<file path="src/rtl/datamover_sts_tracker_pkg.sv">
// Shared definitions for the datamover status tracker: status bit layout,
// register word offsets, command bits and fixed read values.
package datamover_sts_tracker_pkg;

  localparam int STS_OKAY    = 7;
  localparam int STS_SLVERR  = 6;
  localparam int STS_DECERR  = 5;
  localparam int STS_INTERR  = 4;
  localparam int STS_TAG_MSB = 3;
  localparam int STS_TAG_LSB = 0;
  localparam int STS_TAG_W   = STS_TAG_MSB - STS_TAG_LSB + 1;

  typedef enum logic [2:0] {
    REG_SIG     = 3'd0,
    REG_DONE    = 3'd1,
    REG_ERR     = 3'd2,
    REG_LAST    = 3'd3,
    REG_THRESH  = 3'd4,
    REG_TIMEOUT = 3'd5,
    REG_PENDING = 3'd6,
    REG_CMD     = 3'd7
  } reg_off_e;

  localparam int CMD_CLR_CNT    = 0;
  localparam int CMD_CLR_STICKY = 1;
  localparam int CMD_ACK        = 2;

  localparam logic [15:0] SIG_VALUE      = 16'hac51;
  localparam logic [31:0] UNMAPPED_VALUE = 32'h12345678;

  function automatic logic sts_is_ok(input logic [7:0] sts);
    return sts[STS_OKAY] && !sts[STS_SLVERR] && !sts[STS_DECERR] && !sts[STS_INTERR];
  endfunction

endpackage

</file>
<file path="src/rtl/datamover_sts_tracker_counters.sv">
// Per-stream state: completion/error counters, sticky error, last status,
// interrupt threshold/timeout and the coalescing timer driving one irq line.
module sts_stream_counters
  import datamover_sts_tracker_pkg::*;
#(
  parameter int CNT_W = 16
) (
  input  logic             clk,
  input  logic             rst,
  input  logic             i_beat,
  input  logic [7:0]       i_sts,
  input  logic             i_clr_cnt,
  input  logic             i_clr_sticky,
  input  logic             i_ack,
  input  logic             i_thresh_we,
  input  logic             i_timeout_we,
  input  logic [CNT_W-1:0] i_wdata,
  output logic [CNT_W-1:0] o_done_cnt,
  output logic [CNT_W-1:0] o_err_cnt,
  output logic             o_err_sticky,
  output logic [7:0]       o_last_sts,
  output logic [CNT_W-1:0] o_threshold,
  output logic [CNT_W-1:0] o_timeout,
  output logic [CNT_W-1:0] o_pending,
  output logic             o_irq
);

  logic [CNT_W-1:0] r_done_cnt, r_err_cnt, r_threshold, r_timeout, r_pending, r_timer;
  logic             r_err_sticky, r_irq;
  logic [7:0]       r_last_sts;

  logic             w_ok, w_err_beat, w_timeout_hit;
  logic [CNT_W-1:0] w_done_next, w_err_next, w_pend_next, w_timer_next;
  logic [CNT_W-1:0] w_thresh_eff, w_thresh_min;
  logic             w_sticky_next, w_irq_next;

  // Clears and acks act first so a beat in the same cycle lands on the cleared value.
  always_comb begin
    w_ok       = sts_is_ok(i_sts);
    w_err_beat = i_beat && !w_ok;

    w_done_next = i_clr_cnt ? '0 : r_done_cnt;
    if (i_beat) w_done_next = w_done_next + CNT_W'(1);

    w_err_next = i_clr_cnt ? '0 : r_err_cnt;
    if (w_err_beat && (w_err_next != '1)) w_err_next = w_err_next + CNT_W'(1);

    w_sticky_next = (i_clr_sticky ? 1'b0 : r_err_sticky) || w_err_beat;

    w_pend_next = i_ack ? '0 : r_pending;
    if (i_beat && (w_pend_next != '1)) w_pend_next = w_pend_next + CNT_W'(1);

    w_timer_next = r_timer;
    if (i_ack || (r_pending == '0)) w_timer_next = '0;
    else if (!r_irq && (r_timer != '1)) w_timer_next = r_timer + CNT_W'(1);

    w_thresh_eff = i_thresh_we ? i_wdata : r_threshold;
    w_thresh_min = (w_thresh_eff == '0) ? CNT_W'(1) : w_thresh_eff;

    w_timeout_hit = (r_timeout != '0) && (r_timer == r_timeout - CNT_W'(1)) &&
                    (r_pending != '0) && !r_irq && !i_ack;

    w_irq_next = (i_ack ? 1'b0 : r_irq) || (w_pend_next >= w_thresh_min) ||
                 w_timeout_hit || w_err_beat;
  end

  always_ff @(posedge clk) begin
    if (rst) begin
      r_done_cnt   <= '0;
      r_err_cnt    <= '0;
      r_err_sticky <= 1'b0;
      r_last_sts   <= '0;
      r_threshold  <= CNT_W'(1);
      r_timeout    <= '0;
      r_pending    <= '0;
      r_timer      <= '0;
      r_irq        <= 1'b0;
    end else begin
      r_done_cnt   <= w_done_next;
      r_err_cnt    <= w_err_next;
      r_err_sticky <= w_sticky_next;
      if (i_beat) r_last_sts <= i_sts;
      if (i_thresh_we) r_threshold <= i_wdata;
      if (i_timeout_we) r_timeout <= i_wdata;
      r_pending    <= w_pend_next;
      r_timer      <= w_timer_next;
      r_irq        <= w_irq_next;
    end
  end

  assign o_done_cnt   = r_done_cnt;
  assign o_err_cnt    = r_err_cnt;
  assign o_err_sticky = r_err_sticky;
  assign o_last_sts   = r_last_sts;
  assign o_threshold  = r_threshold;
  assign o_timeout    = r_timeout;
  assign o_pending    = r_pending;
  assign o_irq        = r_irq;

endmodule

</file>
<file path="src/rtl/datamover_sts_tracker.sv">
// Status-path register slice with per-stream decode, counters and coalesced irq.
// Optional macro STS_TAG_CHECK_EN: beats with out-of-range tags are counted, not attributed.
module datamover_sts_tracker
  import datamover_sts_tracker_pkg::*;
#(
  parameter int C_S_AXI_ADDR_WIDTH = 32,
  parameter int C_S_AXI_DATA_WIDTH = 32,
  parameter int C_STS_DATA_WIDTH   = 8,
  parameter int C_STREAMS_WIDTH    = 2,
  parameter int C_PAGEWIDTH        = 16,
  parameter int C_CNT_WIDTH        = 16
) (
  input  logic                          clk,
  input  logic                          rst,
  input  logic                          S_AXIS_STS_TVALID,
  output logic                          S_AXIS_STS_TREADY,
  input  logic [C_STS_DATA_WIDTH-1:0]   S_AXIS_STS_TDATA,
  output logic                          M_AXIS_STS_TVALID,
  input  logic                          M_AXIS_STS_TREADY,
  output logic [C_STS_DATA_WIDTH-1:0]   M_AXIS_STS_TDATA,
  input  logic [C_S_AXI_DATA_WIDTH-1:0] set_data,
  input  logic [C_S_AXI_ADDR_WIDTH-1:0] set_addr,
  input  logic                          set_stb,
  output logic [C_S_AXI_DATA_WIDTH-1:0] get_data,
  input  logic [C_S_AXI_ADDR_WIDTH-1:0] get_addr,
  input  logic                          get_stb,
  output logic [(1<<C_STREAMS_WIDTH)-1:0] irq
);

  localparam int NUM_STREAMS = 1 << C_STREAMS_WIDTH;
  localparam int WORD_W      = C_PAGEWIDTH - 2;
  localparam logic [WORD_W-1:0] LP_BAD_TAG_WORD = WORD_W'(NUM_STREAMS * 8);

  logic                        r_hold_valid;
  logic [C_STS_DATA_WIDTH-1:0] r_hold_data;
  logic                        w_s_ready, w_s_hs;

  assign w_s_ready         = !r_hold_valid || M_AXIS_STS_TREADY;
  assign w_s_hs            = S_AXIS_STS_TVALID && w_s_ready;
  assign S_AXIS_STS_TREADY = w_s_ready;
  assign M_AXIS_STS_TVALID = r_hold_valid;
  assign M_AXIS_STS_TDATA  = r_hold_data;

  always_ff @(posedge clk) begin
    if (rst) begin
      r_hold_valid <= 1'b0;
      r_hold_data  <= '0;
    end else if (w_s_ready) begin
      r_hold_valid <= S_AXIS_STS_TVALID;
      if (S_AXIS_STS_TVALID) r_hold_data <= S_AXIS_STS_TDATA;
    end
  end

  logic [STS_TAG_W-1:0]       w_tag;
  logic [C_STREAMS_WIDTH-1:0] w_stream;
  logic                       w_tag_ok;

  assign w_tag    = S_AXIS_STS_TDATA[STS_TAG_MSB:STS_TAG_LSB];
  assign w_stream = w_tag[C_STREAMS_WIDTH-1:0];

  logic [WORD_W-1:0]   w_set_word, w_get_word;
  logic [2:0]          w_set_off;
  logic [WORD_W-4:0]   w_set_page;

  assign w_set_word = set_addr[C_PAGEWIDTH-1:2];
  assign w_get_word = get_addr[C_PAGEWIDTH-1:2];
  assign w_set_off  = w_set_word[2:0];
  assign w_set_page = w_set_word[WORD_W-1:3];

  logic [C_CNT_WIDTH-1:0] w_done_cnt [NUM_STREAMS];
  logic [C_CNT_WIDTH-1:0] w_err_cnt  [NUM_STREAMS];
  logic [C_CNT_WIDTH-1:0] w_thresh   [NUM_STREAMS];
  logic [C_CNT_WIDTH-1:0] w_timeout  [NUM_STREAMS];
  logic [C_CNT_WIDTH-1:0] w_pending  [NUM_STREAMS];
  logic [7:0]             w_last_sts [NUM_STREAMS];
  logic [NUM_STREAMS-1:0] w_err_sticky;

  genvar gi;
  generate
    for (gi = 0; gi < NUM_STREAMS; gi++) begin : g_stream
      logic w_sel;
      logic w_cmd_we;
      assign w_sel    = set_stb && (w_set_page == (WORD_W-3)'(gi));
      assign w_cmd_we = w_sel && (w_set_off == REG_CMD);

      sts_stream_counters #(.CNT_W(C_CNT_WIDTH)) u_counters (
        .clk          (clk),
        .rst          (rst),
        .i_beat       (w_s_hs && w_tag_ok && (w_stream == C_STREAMS_WIDTH'(gi))),
        .i_sts        (S_AXIS_STS_TDATA[7:0]),
        .i_clr_cnt    (w_cmd_we && set_data[CMD_CLR_CNT]),
        .i_clr_sticky (w_cmd_we && set_data[CMD_CLR_STICKY]),
        .i_ack        (w_cmd_we && set_data[CMD_ACK]),
        .i_thresh_we  (w_sel && (w_set_off == REG_THRESH)),
        .i_timeout_we (w_sel && (w_set_off == REG_TIMEOUT)),
        .i_wdata      (set_data[C_CNT_WIDTH-1:0]),
        .o_done_cnt   (w_done_cnt[gi]),
        .o_err_cnt    (w_err_cnt[gi]),
        .o_err_sticky (w_err_sticky[gi]),
        .o_last_sts   (w_last_sts[gi]),
        .o_threshold  (w_thresh[gi]),
        .o_timeout    (w_timeout[gi]),
        .o_pending    (w_pending[gi]),
        .o_irq        (irq[gi])
      );
    end
  endgenerate

`ifdef STS_TAG_CHECK_EN
  logic [C_CNT_WIDTH-1:0] r_bad_tag_cnt, w_bad_tag_next;

  assign w_tag_ok = (w_tag >> C_STREAMS_WIDTH) == '0;

  always_comb begin
    w_bad_tag_next = (set_stb && (w_set_word == LP_BAD_TAG_WORD)) ? '0 : r_bad_tag_cnt;
    if (w_s_hs && !w_tag_ok && (w_bad_tag_next != '1))
      w_bad_tag_next = w_bad_tag_next + C_CNT_WIDTH'(1);
  end

  always_ff @(posedge clk) begin
    if (rst) r_bad_tag_cnt <= '0;
    else     r_bad_tag_cnt <= w_bad_tag_next;
  end

  logic w_unused;
  assign w_unused = ^{set_addr[C_S_AXI_ADDR_WIDTH-1:C_PAGEWIDTH], set_addr[1:0],
                      get_addr[C_S_AXI_ADDR_WIDTH-1:C_PAGEWIDTH], get_addr[1:0],
                      set_data[C_S_AXI_DATA_WIDTH-1:C_CNT_WIDTH]};
`else
  assign w_tag_ok = 1'b1;

  logic w_unused;
  assign w_unused = ^{set_addr[C_S_AXI_ADDR_WIDTH-1:C_PAGEWIDTH], set_addr[1:0],
                      get_addr[C_S_AXI_ADDR_WIDTH-1:C_PAGEWIDTH], get_addr[1:0],
                      set_data[C_S_AXI_DATA_WIDTH-1:C_CNT_WIDTH],
                      w_tag[STS_TAG_W-1:C_STREAMS_WIDTH]};
`endif

  logic [C_STREAMS_WIDTH-1:0]    w_get_stream;
  logic [C_S_AXI_DATA_WIDTH-1:0] w_rd_data, r_get_data;

  assign w_get_stream = w_get_word[C_STREAMS_WIDTH+2:3];

  // Write-only command words and anything outside the stream pages read as the filler value.
  always_comb begin
    w_rd_data = C_S_AXI_DATA_WIDTH'(UNMAPPED_VALUE);
    if (w_get_word < LP_BAD_TAG_WORD) begin
      case (reg_off_e'(w_get_word[2:0]))
        REG_SIG:     w_rd_data = C_S_AXI_DATA_WIDTH'({SIG_VALUE, 16'(w_get_stream)});
        REG_DONE:    w_rd_data = C_S_AXI_DATA_WIDTH'(w_done_cnt[w_get_stream]);
        REG_ERR:     w_rd_data = C_S_AXI_DATA_WIDTH'(w_err_cnt[w_get_stream]);
        REG_LAST: begin
          w_rd_data = '0;
          w_rd_data[C_S_AXI_DATA_WIDTH-1] = w_err_sticky[w_get_stream];
          w_rd_data[7:0] = w_last_sts[w_get_stream];
        end
        REG_THRESH:  w_rd_data = C_S_AXI_DATA_WIDTH'(w_thresh[w_get_stream]);
        REG_TIMEOUT: w_rd_data = C_S_AXI_DATA_WIDTH'(w_timeout[w_get_stream]);
        REG_PENDING: w_rd_data = C_S_AXI_DATA_WIDTH'(w_pending[w_get_stream]);
        default:     w_rd_data = C_S_AXI_DATA_WIDTH'(UNMAPPED_VALUE);
      endcase
    end
`ifdef STS_TAG_CHECK_EN
    if (w_get_word == LP_BAD_TAG_WORD) w_rd_data = C_S_AXI_DATA_WIDTH'(r_bad_tag_cnt);
`endif
  end

  always_ff @(posedge clk) begin
    if (rst)          r_get_data <= '0;
    else if (get_stb) r_get_data <= w_rd_data;
  end

  assign get_data = r_get_data;

endmodule

</file>
<file path="config.mk">
export PLATFORM = sky130hd
export DESIGN_NAME = datamover_sts_tracker
export DESIGN_NICKNAME = d
export VERILOG_FILES = /design/src/rtl/datamover_sts_tracker_pkg.sv /design/src/rtl/datamover_sts_tracker_counters.sv /design/src/rtl/datamover_sts_tracker.sv
export SDC_FILE = /design/constraint.sdc
export NUM_CORES = 1
export LEC_CHECK = 0
export CAP_MARGIN = 15
export CORE_MARGIN = 8
export CORE_UTILIZATION = 50
export DETAILED_ROUTE_END_ITERATION = 10
export PLACE_DENSITY = 0.8
export SLEW_MARGIN = 20
export SYNTH_ARGS = -nofsm -noshare
export SYNTH_HDL_FRONTEND = slang
export SYNTH_SLANG_ARGS = --single-unit
export TNS_END_PERCENT = 100
</file>
<file path="constraint.sdc">
create_clock -name clk -period 5.35 [get_ports clk]
set_input_delay 1.07 -clock clk [delete_from_list [all_inputs] [get_ports clk]]
set_output_delay 1.07 -clock clk [all_outputs]
set_load 0.05 [all_outputs]
</file>
# Word level (Yosys, flattened, before mapping)
# Index checks and enable logic that the tools add are counted.
[totals]
ff_bits = 465
inputBits = 110
out_inout_bits = 46
word_cells = 286
[op_classes]
addsub = 20
order_cmp = 7
n_eq_ne = 31
n_mux = 62
bitwise = 1
reduce_logical = 126
[ops]
columns = ["operator", "count"]
rows = [
  ["$mux W16", 42],
  ["$add A16 B1 Y16 const B", 16],
  ["$pmux W32 S7", 1],
  ["$ne A16 B16 Y1 const B", 12],
  ["$bmux W16 S2", 5],
  ["$logic_not A16 Y1", 8],
  ["$reduce_bool A16 Y1", 8],
  ["$logic_and A1 B1 Y1", 68],
  ["$eq A16 B16 Y1", 4],
  ["$ge A16 B16 Y1", 4],
  ["$sub A16 B1 Y16 const B", 4],
  ["$mux W32", 1],
  ["$eq A11 B2 Y1 const B", 2],
  ["$logic_or A1 B1 Y1", 21],
  ["$eq A3 B3 Y1 const B", 6],
  ["$bmux W8 S2", 1],
  ["$mux W8", 2],
  ["$lt A14 B6 Y1 const B", 1],
  ["$logic_not A1 Y1", 13],
  ["$eq A11 B1 Y1 const B", 1],
  ["$logic_not A11 Y1", 1],
  ["$mux W1", 9],
  ["$reduce_or A2 Y1", 4],
  ["$eq A3 B2 Y1 const B", 2],
  ["other kinds (10)", 11],
]

# Logic depth before layout (Yosys ltp)
[logic_depth]
word_depth = 12
mapped_depth = 21
mapped_depth_nobuf = 20

# Hierarchy
# From an unflattened synthesis, not the netlist that was laid out.
[hier_totals]
cells_unflattened = 2948
hier_area_um2 = 26077.5
[by_module_without_submodules]
columns = ["mod", "instances", "cells_each", "area_per_inst_um2", "seq_area_each_um2"]
rows = [
  ["sts_stream_counters (g_stream[0].u_counters ...)", 2, 624, 5437.7, 2122.0],
  ["sts_stream_counters (g_stream[2].u_counters)", 1, 634, 5500.3, 2122.0],
  ["sts_stream_counters (g_stream[3].u_counters)", 1, 632, 5451.5, 2122.0],
  ["datamover_sts_tracker", 1, 434, 4250.3, 580.6],
]

# Least setup slack after synthesis
# No wires, ideal clock.
[synth_path]
path_kind = "input to register"
from = "in set_addr[9]"
to = "reg g_stream[1].u_counters.r_irq"
setup_time_ps = 126
arrival_time_ps = 4282
required_ps = 5224
slack_ps = 943
stages = 18
path_buffers = 2
cell_sequence = "nor4_2 -> and4_1 -> buf_2 -> buf_4 -> nand3_2 -> and2_1 -> ha_1 -> and4_1 -> o211ai_1 -> and2_1 -> mux2_2 -> ha_1 -> a21o_1 -> a21o_1 -> a21oi_1 -> o21ai_0 -> a21oi_1 -> o211ai_2"
[synth_via]
elab_chain_len = 12
elab_cells_between_ends = 20
cone_classes = "add/sub: 1; order compare: 1; eq/ne: 2; mux: 5; reduce/logical: 11"
[synth_lines]
columns = ["element", "line", "rtl"]
rows = [
  ["from (decl)", "datamover_sts_tracker.sv:22", "input logic [C_S_AXI_ADDR_WIDTH-1:0] set_addr,"],
  ["$eq A11 B1 Y1 *", "datamover_sts_tracker.sv:83", "assign w_sel = set_stb && (w_set_page == (WORD_W-3)'(gi));"],
  ["$logic_and A1 B1 Y1 *", "datamover_sts_tracker.sv:83", ""],
  ["$logic_and A1 B1 Y1 *", "datamover_sts_tracker.sv:84", "assign w_cmd_we = w_sel && (w_set_off == REG_CMD);"],
  ["$logic_and A1 B1 Y1 *", "datamover_sts_tracker.sv:93", ".i_ack (w_cmd_we && set_data[CMD_ACK]),"],
  ["$mux W16 *", "datamover_sts_tracker_counters.sv:50", "w_pend_next = i_ack ? '0 : r_pending;"],
  ["branches (longest 2 deep; another with $add A16 B1 Y16)", "-", ""],
  ["$mux W16 *", "datamover_sts_tracker_counters.sv:51", "if (i_beat && (w_pend_next != '1)) w_pend_next = w_pend_next + CNT_W'(1);"],
  ["net g_stream[1].u_counters.w_pend_next[1]", "datamover_sts_tracker_counters.sv:33", "logic [CNT_W-1:0] w_done_next, w_err_next, w_pend_next, w_timer_next;"],
  ["$ge A16 B16 Y1 *", "datamover_sts_tracker_counters.sv:63", "w_irq_next = (i_ack ? 1'b0 : r_irq) || (w_pend_next >= w_thresh_min) ||"],
  ["$logic_or A1 B1 Y1 * (2 in a row)", "datamover_sts_tracker_counters.sv:63", ""],
  ["$logic_or A1 B1 Y1 *", "datamover_sts_tracker_counters.sv:64", "w_timeout_hit || w_err_beat;"],
  ["to (signal assigned)", "datamover_sts_tracker_counters.sv:87", "r_irq <= w_irq_next;"],
  ["to (decl)", "datamover_sts_tracker_counters.sv:29", "logic r_err_sticky, r_irq;"],
]
# Mark *: on every way through the listed nets, which the timed path passes.
# A chain may end at the register's enable or synchronous reset.

# Worst setup path after layout
[layout_path]
from = "in set_addr[9]"
to = "reg g_stream[2].u_counters.r_irq"
[layout_via]
elab_chain_len = 12
elab_cells_between_ends = 20
cone_classes = "add/sub: 1; order compare: 1; eq/ne: 2; mux: 5; reduce/logical: 11"
[layout_lines]
columns = ["element", "line"]
rows = [
  ["$eq A11 B2 Y1 *", "datamover_sts_tracker.sv:83"],
  ["$logic_and A1 B1 Y1 *", "datamover_sts_tracker.sv:83"],
  ["$logic_and A1 B1 Y1 *", "datamover_sts_tracker.sv:84"],
  ["$logic_and A1 B1 Y1 *", "datamover_sts_tracker.sv:93"],
  ["$mux W16 *", "datamover_sts_tracker_counters.sv:50"],
  ["branches (longest 2 deep; another with $add A16 B1 Y16)", "-"],
  ["$mux W16 *", "datamover_sts_tracker_counters.sv:51"],
  ["net g_stream[2].u_counters.w_pend_next[6]", "datamover_sts_tracker_counters.sv:33"],
  ["$ge A16 B16 Y1 *", "datamover_sts_tracker_counters.sv:63"],
  ["$logic_or A1 B1 Y1 * (2 in a row)", "datamover_sts_tracker_counters.sv:63"],
  ["$logic_or A1 B1 Y1 *", "datamover_sts_tracker_counters.sv:64"],
  ["to (signal assigned)", "datamover_sts_tracker_counters.sv:87"],
  ["to (decl)", "datamover_sts_tracker_counters.sv:29"],
]
# Marks and branches as above.

==> metrics.cfg <==
[placed_design]
gp_congestion=1.033
port_buffers=98
hpwl_mm=60.80

[clock_tree]
tritoncts=done
clkTransAtPathRegs_ns=0.06
clock_latency_ns=0.60
cts_hold_buffers=0
htreeDepth=2
root_buffer=clkbuf_16
clock_tree.buffer_depth=3
numCtsBuffers=50
postCtsSetupBuffers=0
cts_sinks=453
cts-resized-gates=0

[layout]
drive_above_1_share_pct=9.596
area_growth_pct=13.54
nets=3300
utilization_pct=57.28

[die]
ios=156
die_area_um2=59070
dieWidth_um=243.0
die_y_um=243.0
num_rows=83
core_area_um2=51090
start_util_pct=50.45

[power_and_ir_drop]
leakagePower_nw=10.56
p_int_w=0.005793
vdd_ir_drop_max_uv=234.5
p_sw_w=0.001872
clkPwrFrac_pct=47.8
pwr-share-seq_pct=44.8
p_per_area_nw_per_um2=261.9
p_comb_share_pct=7.4
switching_share_pct=24.42

[worst_setup_path]
crit_chain=clkdlybuf4s50_1 -> nor4_2 -> nand4_1 -> nor2_1 -> nor2b_1 -> ha_1 -> nand4_1 -> nor4_1 -> nand2_1 -> nor2_1 -> or4b_1 -> xor2_1 -> nor2_1 -> ha_1 -> a21oi_1 -> nor2_1 -> nor2_1 -> nand2_1 -> a21o_1 -> a21oi_1 -> o21ai_1
cp-start-kind=primary input
regToRegEndpoint=g_stream[3].u_counters.o_irq
end_kind=flip-flop
crit_fanout=4
cp_slowest_stage_delay_ns=0.52
rr_worst_depth=16
cpMaxStageDelayCell=clkdlybuf4s50_1
critical_path_class=primary input to flip-flop
r2r_start=M_AXIS_STS_TVALID
regToRegSetupSlack_ns=1.81
crit_path_frequent_cell=nor2_1
cp.required_ns=5.83
arrival_ns=5.30

[timing]
whs_ns=0.4540
relSlewSlack_pct=24.63
finalCriticalPeriod_ns=4.820
worst_slew_pin_slew_ns=1.126
fin_crit_sh_pct=90.09
fin_tns_setup_ns=0
fmax_mhz=207.5
slew_viol_final=0
hold_viol=0
skew_ns=0.01850
setup_viol=0
grt_setup_unrepaired=no

[synthesis]
synth_area_leaders=dfxtp_1 35%, mux4_2 7.9%, nor2_1 6.7%
yosys_most_used_dff=dfxtp_1
yosys_warnings=0
syn_area_um2=25770
yosysTopAreaCellShare_pct=35.18
synthTopCellsByCount=460 x nor2_1, 453 x dfxtp_1, 383 x nand2_1
ys_ff_latch=453
yosys.area.top_type=dfxtp_1
async_flop_share_pct=0
synth_edf_count=0
ys_types=83
synth_seq_area_share_pct=35.18
synth_most_common_cell=nor2_1
synth_cells=3040
avgSynthCellArea_um2=8.479

[routing]
drt_wl_total_mm=82.47
via_per_inst=6.191
drtAntennaViolNets=0
drc=0
wl_per_cell_um=21.54
drt_iter0_drc=3184
num_vias=23710
firstDrtPassIters=6

[grt]
antenna_found_initial=0
grt_use_total_pct=26.79
overflow=0
grt_max_degree=79
grt_pass1_wl_mm=125.7
grt_pass1_vias=21960

[outcome]
status=finished, final reports clean

[hold_path]
hold_start=M_AXIS_STS_TDATA[6]
hold-path-cell-count=2
min_to=M_AXIS_STS_TDATA[6]
worst_hold_path_type=flip-flop to flip-flop

[job]
maxCapViolCount=0

[logic make-up (layout without fill, tap and decap cells)]
group	after synthesis	after routing	synth area share (%)
xor+xnor	287	287	9.782
compound gates	389	389	9.029
other cells	1	7	0.01455
mux	193	193	11.96
simple gates	1425	1425	26.37
buf+inv	208	311	3.587
fa+ha+maj	84	84	4.078
flops	453	453	35.18
[power by group through the flow]
stage               sequential (W)  clock (W)  combinational [W]
floorplan                  0.00353          0           0.000323
global placement           0.00351          0           0.000547
detailed placement         0.00351          0           0.000551
CTS                        0.00343    0.00369           0.000555
global route               0.00344    0.00382           0.000594
finish                     0.00344    0.00366           0.000568
[through the flow]
stage,cell area (µm²),std cells,total power (W),setup WS (ns)
2_1_floorplan,25790,3044,0.003852,0.9426
3_3_place_gp,27500,3733,0.004055,0.1621
3_5_place_dp,27500,3733,0.004060,0.08348
4_1_cts,29240,3826,0.007676,0.6971
5_1_grt,29260,3827,0.007855,0.2265
6_report,29260,3829,0.007665,0.5301
[how the worst max path moves through the flow]
stage	start	to	cells after the start
after floorplan	set_addr[9]	g_stream[1].u_counters.o_irq	18
after global placement	set_addr[4]	g_stream[0].u_counters.o_irq	21
after detailed placement	set_addr[9]	g_stream[2].u_counters.o_irq	20
after CTS	set_addr[9]	g_stream[2].u_counters.o_irq	21
after global routing	set_addr[11]	g_stream[2].u_counters.o_irq	21
final	set_addr[9]	g_stream[2].u_counters.o_irq	21
[final cells by class]
class	instances	area, µm²
Clock inverter	16	188.9
Timing Repair Buffer	179	1619
Inverter	39	146.4
Clock buffer	77	1556
Antenna cell	2	5.005
Multi-Input combinational cell	2383	15830
Fill cell	4454	21830
Sequential cell	453	9069
Tap cell	680	850.8
[placed cells by master (no fill, tap or decap), types with 10 or more instances in the layout]
master	count
a21o_1	22
a21oi_1	194
a31oi_1	21
and2_1	23
and3_1	54
and4_1	25
buf_4	79
clkbuf_1	10
clkbuf_16	53
clkbuf_8	15
clkdlybuf4s50_1	94
dfxtp_1	453
ha_1	84
inv_1	35
mux2i_1	96
mux4_2	90
nand2_1	383
nand2b_1	24
nand3_1	119
nand4_1	73
nor2_1	459
nor2b_1	37
nor3_1	75
nor4_1	58
o21ai_0	55
o21ai_1	15
or3_1	25
xnor2_1	149
xor2_1	137
[registers in the layout, indices dropped and copies added (netlist names)]
name                              count
M_AXIS_STS_TDATA                      8
g_stream.u_counters.r_timer          64
g_stream.u_counters.o_done_cnt       64
g_stream.u_counters.o_irq             4
g_stream.u_counters.o_last_sts       32
get_data                             20
M_AXIS_STS_TVALID                     1
g_stream.u_counters.o_threshold      64
g_stream.u_counters.o_err_sticky      4
g_stream.u_counters.o_err_cnt        64
g_stream.u_counters.o_timeout        64
g_stream.u_counters.o_pending        64
[worst max-delay path, delay by kind of cell]
kind | cells | cell delay [ns]
and+or+nand+nor | 13 | 2.49
xor gates and xnor gates | 1 | 0.20
AOI/OAI and AO/OA | 4 | 0.57
adders and majority gates | 2 | 0.43
buffers and inverters | 1 | 0.52
[routing by layer]
layer / part of all wire, % / track usage (%)
met2: 41 / 38.36
met3: 14 / 9.356
met5: 0.12 / 1.092
met1: 41 / 36.08
met4: 4.6 / 11.35
Power figures use the tool's default switching activity.
